--- config.mk ---
export PLATFORM = sky130hd
export DESIGN_NAME = weight_init_ctrl
export DESIGN_NICKNAME = d
export VERILOG_FILES = /design/src/rtl/weight_init_pkg.sv /design/src/rtl/weight_init_ctrl_collector.sv /design/src/rtl/weight_init_ctrl.sv
export SDC_FILE = /design/constraint.sdc
export NUM_CORES = 1
export LEC_CHECK = 0
export CAP_MARGIN = 20
export CORE_MARGIN = 2
export CORE_UTILIZATION = 45
export DETAILED_ROUTE_END_ITERATION = 8
export PLACE_DENSITY = 0.69
export SLEW_MARGIN = 20
export SYNTH_ARGS = -nofsm -noshare
export SYNTH_HDL_FRONTEND = slang
export SYNTH_SLANG_ARGS = --single-unit
--- constraint.sdc ---
create_clock -name clk -period 2.8 [get_ports clk]
set_clock_uncertainty 0.05 [all_clocks]
set_input_delay 0.84 -clock clk [delete_from_list [all_inputs] [get_ports clk]]
set_output_delay 0.84 -clock clk [all_outputs]
set_load 0.01 [all_outputs]
--- src/rtl/weight_init_pkg.sv ---
// Shared types and default geometry for the weight RAM initialisation sequencer.
package weight_init_pkg;

   localparam int WIDTH     = 10;
   localparam int ROW_WORDS = 10;
   localparam int NUM_ROWS  = 5;
   localparam int ADDR_W    = 7;

   typedef enum logic [2:0] {
      IDLE    = 3'd0,
      COLLECT = 3'd1,
      WRITE   = 3'd2,
      DONE    = 3'd3,
      READ    = 3'd4
   } state_t;

   // Base address of a row; the caller widens or narrows to its own address bus.
   function automatic logic [ADDR_W-1:0] row_base(input int row, input int row_words = ROW_WORDS);
      int prod;
      prod = row * row_words;
      return prod[ADDR_W-1:0];
   endfunction

endpackage

--- src/rtl/weight_init_ctrl_collector.sv ---
// Row capture buffer: stores one incoming weight word per load into slot idx.
module weight_row_collector #(
   parameter int WIDTH     = 10,
   parameter int ROW_WORDS = 10,
   localparam int IDX_W    = $clog2(ROW_WORDS)
) (
   input  logic                       clk,
   input  logic                       rst_n,
   input  logic                       load,
   input  logic [IDX_W-1:0]           idx,
   input  logic [WIDTH-1:0]           data,
   output logic [WIDTH*ROW_WORDS-1:0] row
);

   // Capture the incoming word into the addressed slot.
   always_ff @(posedge clk or negedge rst_n) begin
      if (!rst_n) begin
         row <= '0;
      end else if (load) begin
         for (int k = 0; k < ROW_WORDS; k++) begin
            if (idx == IDX_W'(k)) begin
               row[k*WIDTH +: WIDTH] <= data;
            end
         end
      end
   end

endmodule

--- src/rtl/weight_init_ctrl.sv ---
// Weight RAM sequencer: fills the RAM row by row from the LFSR, then serves
// row-read requests from the neuron layer.
module weight_init_ctrl
   import weight_init_pkg::*;
#(
   parameter int WIDTH     = weight_init_pkg::WIDTH,
   parameter int ROW_WORDS = weight_init_pkg::ROW_WORDS,
   parameter int NUM_ROWS  = weight_init_pkg::NUM_ROWS,
   parameter int ADDR_W    = weight_init_pkg::ADDR_W,
   parameter int RD_LAT    = 1
) (
   input  logic                       clk,
   input  logic                       rst_n,
   input  logic                       start_init,
   input  logic [WIDTH-1:0]           lfsr_data,
   output logic                       ram_mode,
   output logic                       ram_we,
   output logic [ADDR_W-1:0]          ram_addr,
   output logic [WIDTH*ROW_WORDS-1:0] ram_wdata,
   output logic                       init_busy,
   output logic                       init_done,
   input  logic                       rd_req,
   input  logic [2:0]                 rd_row,
   output logic                       rd_gnt,
   output logic                       rd_valid,
   output logic                       rd_err
);

   localparam int WORD_W = $clog2(ROW_WORDS);
   localparam int ROW_W  = $clog2(NUM_ROWS + 1);
   localparam int LAT_W  = 2;

   if (NUM_ROWS * ROW_WORDS > 2 ** ADDR_W) begin : g_addr_check
      $error("weight_init_ctrl: NUM_ROWS*ROW_WORDS exceeds the RAM address space");
   end
   if (RD_LAT < 1 || RD_LAT > 3) begin : g_lat_check
      $error("weight_init_ctrl: RD_LAT must be in 1..3");
   end

   state_t                     state_r, state_next_s;
   logic [ROW_W-1:0]           row_r, row_next_s;
   logic [WORD_W-1:0]          word_r, word_next_s;
   logic [LAT_W-1:0]           lat_r, lat_next_s;
   logic                       mode_next_s, we_next_s, busy_next_s, done_next_s;
   logic                       gnt_next_s, valid_next_s, err_next_s;
   logic [ADDR_W-1:0]          addr_next_s;
   logic [WIDTH*ROW_WORDS-1:0] wdata_next_s, collect_row_s;

   weight_row_collector #(
      .WIDTH     (WIDTH),
      .ROW_WORDS (ROW_WORDS)
   ) u_collector (
      .clk   (clk),
      .rst_n (rst_n),
      .load  (state_r == COLLECT),
      .idx   (word_r),
      .data  (lfsr_data),
      .row   (collect_row_s)
   );

   // Next-state, counter and output decode.
   always_comb begin
      state_next_s = state_r;
      row_next_s   = row_r;
      word_next_s  = word_r;
      lat_next_s   = lat_r;
      mode_next_s  = ram_mode;
      we_next_s    = 1'b0;
      addr_next_s  = ram_addr;
      wdata_next_s = ram_wdata;
      busy_next_s  = init_busy;
      done_next_s  = init_done;
      gnt_next_s   = 1'b0;
      valid_next_s = 1'b0;
      err_next_s   = 1'b0;
      case (state_r)
         IDLE, DONE: begin
            if (start_init) begin
               state_next_s = COLLECT;
               row_next_s   = '0;
               word_next_s  = '0;
               mode_next_s  = 1'b1;
               busy_next_s  = 1'b1;
               done_next_s  = 1'b0;
            end else if (state_r == DONE && rd_req) begin
               // Out-of-range rows are rejected without touching the held address.
               if (32'(rd_row) < 32'(NUM_ROWS)) begin
                  state_next_s = READ;
                  gnt_next_s   = 1'b1;
                  lat_next_s   = '0;
                  addr_next_s  = ADDR_W'(row_base(int'(rd_row), ROW_WORDS));
               end else begin
                  err_next_s   = 1'b1;
               end
            end else begin
               state_next_s = state_r;
            end
         end
         COLLECT: begin
            if (word_r == WORD_W'(ROW_WORDS - 1)) begin
               // The last word is still on lfsr_data, so merge it into the write row here.
               state_next_s = WRITE;
               word_next_s  = '0;
               we_next_s    = 1'b1;
               addr_next_s  = ADDR_W'(row_base(int'(row_r), ROW_WORDS));
               wdata_next_s = collect_row_s;
               wdata_next_s[(ROW_WORDS-1)*WIDTH +: WIDTH] = lfsr_data;
            end else begin
               word_next_s  = word_r + WORD_W'(1);
            end
         end
         WRITE: begin
            row_next_s = row_r + ROW_W'(1);
            if (row_r == ROW_W'(NUM_ROWS - 1)) begin
               state_next_s = DONE;
               mode_next_s  = 1'b0;
               busy_next_s  = 1'b0;
               done_next_s  = 1'b1;
            end else begin
               state_next_s = COLLECT;
               word_next_s  = '0;
            end
         end
         READ: begin
            if (lat_r == LAT_W'(RD_LAT - 1)) begin
               state_next_s = DONE;
               valid_next_s = 1'b1;
            end else begin
               lat_next_s   = lat_r + LAT_W'(1);
            end
         end
         default: begin
            state_next_s = IDLE;
            mode_next_s  = 1'b1;
            busy_next_s  = 1'b0;
            done_next_s  = 1'b0;
         end
      endcase
   end

   // State, counters and registered outputs.
   always_ff @(posedge clk or negedge rst_n) begin
      if (!rst_n) begin
         state_r   <= IDLE;
         row_r     <= '0;
         word_r    <= '0;
         lat_r     <= '0;
         ram_mode  <= 1'b1;
         ram_we    <= 1'b0;
         ram_addr  <= '0;
         ram_wdata <= '0;
         init_busy <= 1'b0;
         init_done <= 1'b0;
         rd_gnt    <= 1'b0;
         rd_valid  <= 1'b0;
         rd_err    <= 1'b0;
      end else begin
         state_r   <= state_next_s;
         row_r     <= row_next_s;
         word_r    <= word_next_s;
         lat_r     <= lat_next_s;
         ram_mode  <= mode_next_s;
         ram_we    <= we_next_s;
         ram_addr  <= addr_next_s;
         ram_wdata <= wdata_next_s;
         init_busy <= busy_next_s;
         init_done <= done_next_s;
         rd_gnt    <= gnt_next_s;
         rd_valid  <= valid_next_s;
         rd_err    <= err_next_s;
      end
   end

endmodule

==> impl_metrics.toml <==
[die]
ios = 131
start_util = 0.457
die_area_mm2 = 0.0208
die_x_um = 144
rows = 51
fp.dieH_um = 144
core_mm2 = 0.0194

[timing]
finalSetupViolations = 0
hold_viol = 0
slew_violations = 0
post-route-period-util = 0.886
rsz0062_at_grt = "false"
worst_slack_ns = 0.318
fin_crit_ns = 2.48
max_slew.worst_pin.slew_ns = 0.717
slew_headroom = 0.520
setup_tns_ns = 0
fmax_ghz = 0.403

[worst_setup_path]
critPathMaxStageDelay_ns = 0.55
critical_path_class = "reg2out"
path_cells = "clkdlybuf4s50_1"
cpLargestDelayFamily = "flip-flops"
crit_buf_inv = 1
cp.required_ns = 1.91
slowest_stage = "dfstp_2"
end_kind = "output pin"
arrival_ns = 1.59
startpoint_type = "flip-flop"
path_max_fanout = 4

[yosys]
async_flop_share = 1.00
synthFlopType = "dfrtp_1"
synthesis.area_mm2 = 0.00887
synthCells = 561
yosysTopAreaCell = "dfrtp_1"
yosysUniqueCellTypes = 49
synth_edf_count = 0
synth-seq-cells = 215
synthTopCellsByArea = "dfrtp_1 60%, mux2_2 15%, mux2_4 13%, buf_6 1.3%, ha_1 1.3%"
synthesis.nets = 587
synth_top_area_share = 0.604
avgSynthCellArea_um2 = 15.8
ys_warn_count = 0
ys_seq_area_frac = 0.607

[detailed_routing]
drt_wl_total_mm = 18.7
ant_nets = 0
wl_per_cell_um = 19.2
vias_per_cell = 5.15
drc = 0
drt-initial-drc-count = 293
vias = 5040
dr.pass1.iters = 4

[power_and_ir_drop]
power_leakage_nw = 5.24
ir_drop_uv = 574
p_per_area_mw_per_mm2 = 1210

[clocking]
numClockSinks = 215
cts-resized-gates = 0
post_cts_buffers = 0
numCtsBuffers = 23
cts_tree = "done"
clk_latency_ns = 0.51
clk_pin_slew_worst_paths_ns = 0.06
htreeDepth = 1
hold_buffers = 0
cts_buffer_depth = 3
root_buffer = "clkbuf_16"

[grt]
grt_pass1_vias = 5321
grt_pass1_wl_mm = 29.6
antenna_found_initial = 0
grt_max_degree = 68
grt_usage = 0.183
overflow = 0

[cells_and_area]
drive_gt1_frac = 0.366
diodes = 0
fin_nets = 723
synthToLayoutAreaGrowth_pct = 27.0
fill_cells = 1553

[place]
portBuffers = 129
preCtsSetupSlack_ns = 0.142
dp_hpwl_mm = 12.3
gp_routability_congestion = 0.874

[hold_path]
hold_path.class = "in2async"

[flow_run]
drv_cap = 0

[outcome]
outcome = "completed"
synthesized netlist by cell type, types with 3 or more instances:
cell type and count:
nand2_2 6, inv_1 11, a31oi_1 3, nor2_1 12, mux2_4 78, clkbuf_1 6, o21ai_0 11, nand2_1 12
buf_1 10, nand2b_1 4, nand3b_1 3, buf_6 10, ha_1 9, mux2_2 121, a21oi_1 7, dfrtp_1 214
nor2b_1 5, nand3_1 5
layout by cell type, fill, tap and decap left out, types with 5 or more instances in the layout:
| cell | netlist | final |
|---|---|---|
| nand2_2 | 6 | 6 |
| nand3_1 | 5 | 5 |
| clkdlybuf4s50_1 | 0 | 128 |
| clkbuf_1 | 6 | 6 |
| o21ai_0 | 11 | 11 |
| nor2_1 | 12 | 12 |
| nor2b_1 | 5 | 5 |
| nand2_1 | 12 | 12 |
| buf_12 | 0 | 5 |
| mux2_2 | 121 | 121 |
| clkbuf_16 | 0 | 23 |
| inv_1 | 11 | 11 |
| ha_1 | 9 | 9 |
| mux2_4 | 78 | 78 |
| buf_4 | 1 | 7 |
| a21oi_1 | 7 | 7 |
| dfrtp_1 | 214 | 214 |
sequential cells by signal, indices dropped and copies added, names as in the netlist, 2 cells and up:
signal	flops
ram_wdata	100
word_r	4
ram_addr	6
u_collector.row	90
lat_r	2
state_r	3
row_r	3
report_power, final:
group          internal [W]  switching, W
combinational       0.00311       0.00175
sequential          0.00458      0.000940
clock               0.00200       0.00121
total               0.00969       0.00390
final cells by class:
class	count	area (µm²)	area share
clock inverters	8	150	0.0133
clock buffers	33	653	0.0580
inverters	11	41.3	0.00367
multi-input cells	305	3250	0.289
flip-flops and latches	215	5380	0.478
repair buffers	141	1450	0.129
well taps	265	332	0.0294
routing by layer:
| metal | track usage | part of all wire |
|---|---|---|
| met1 | 0.251 | 0.45 |
| met2 | 0.299 | 0.47 |
| met3 | 0.0421 | 0.057 |
| met4 | 0.0399 | 0.019 |
| met5 | 0 | 0 |
kinds of logic (layout without fill, tap and decap cells):
kind of cell             Yosys count  in the layout  synth area share
AND/OR/NAND/NOR                   63             63            0.0437
flip-flops                       215            215             0.607
buffers and inverters             41            193            0.0267
multiplexers                     201            201             0.288
AO/OA/AOI/OAI                     31             31            0.0216
other                              1              1          0.000423
adder cells (fa/ha/maj)            9              9            0.0127
through the flow:
stage | instances | utilization | hold WS, ns | total power (W) | instance area (µm²)
5_1_grt | 978 | 0.580 | 0.237 | 0.0143 | 11300
6_report | 978 | 0.580 | 0.206 | 0.0136 | 11300
3_3_place_gp | 937 | 0.539 | 0.427 | 0.0102 | 10500
4_1_cts | 978 | 0.580 | 0.234 | 0.0137 | 11300
2_1_floorplan | 561 | - | 0.410 | 0.00823 | 8870
3_5_place_dp | 937 | 0.539 | 0.439 | 0.0105 | 10500
path summary, 6_finish.rpt:
check	endpoint	slack (ns)	from	cells after the start
setup / recovery	ram_mode	0.32	ram_mode	1
hold / removal	ram_wdata[33]	0.21	rst_n	1
setup reg to reg	u_collector.row[82]	0.36	state_r[2]	5
hold reg to reg	ram_wdata[83]	0.44	u_collector.row[83]	1
max in group asynchronous	ram_wdata[64]	1.76	rst_n	2
min in group clk	ram_wdata[83]	0.44	u_collector.row[83]	1
Note: power is estimated with default switching activity, not from simulation.
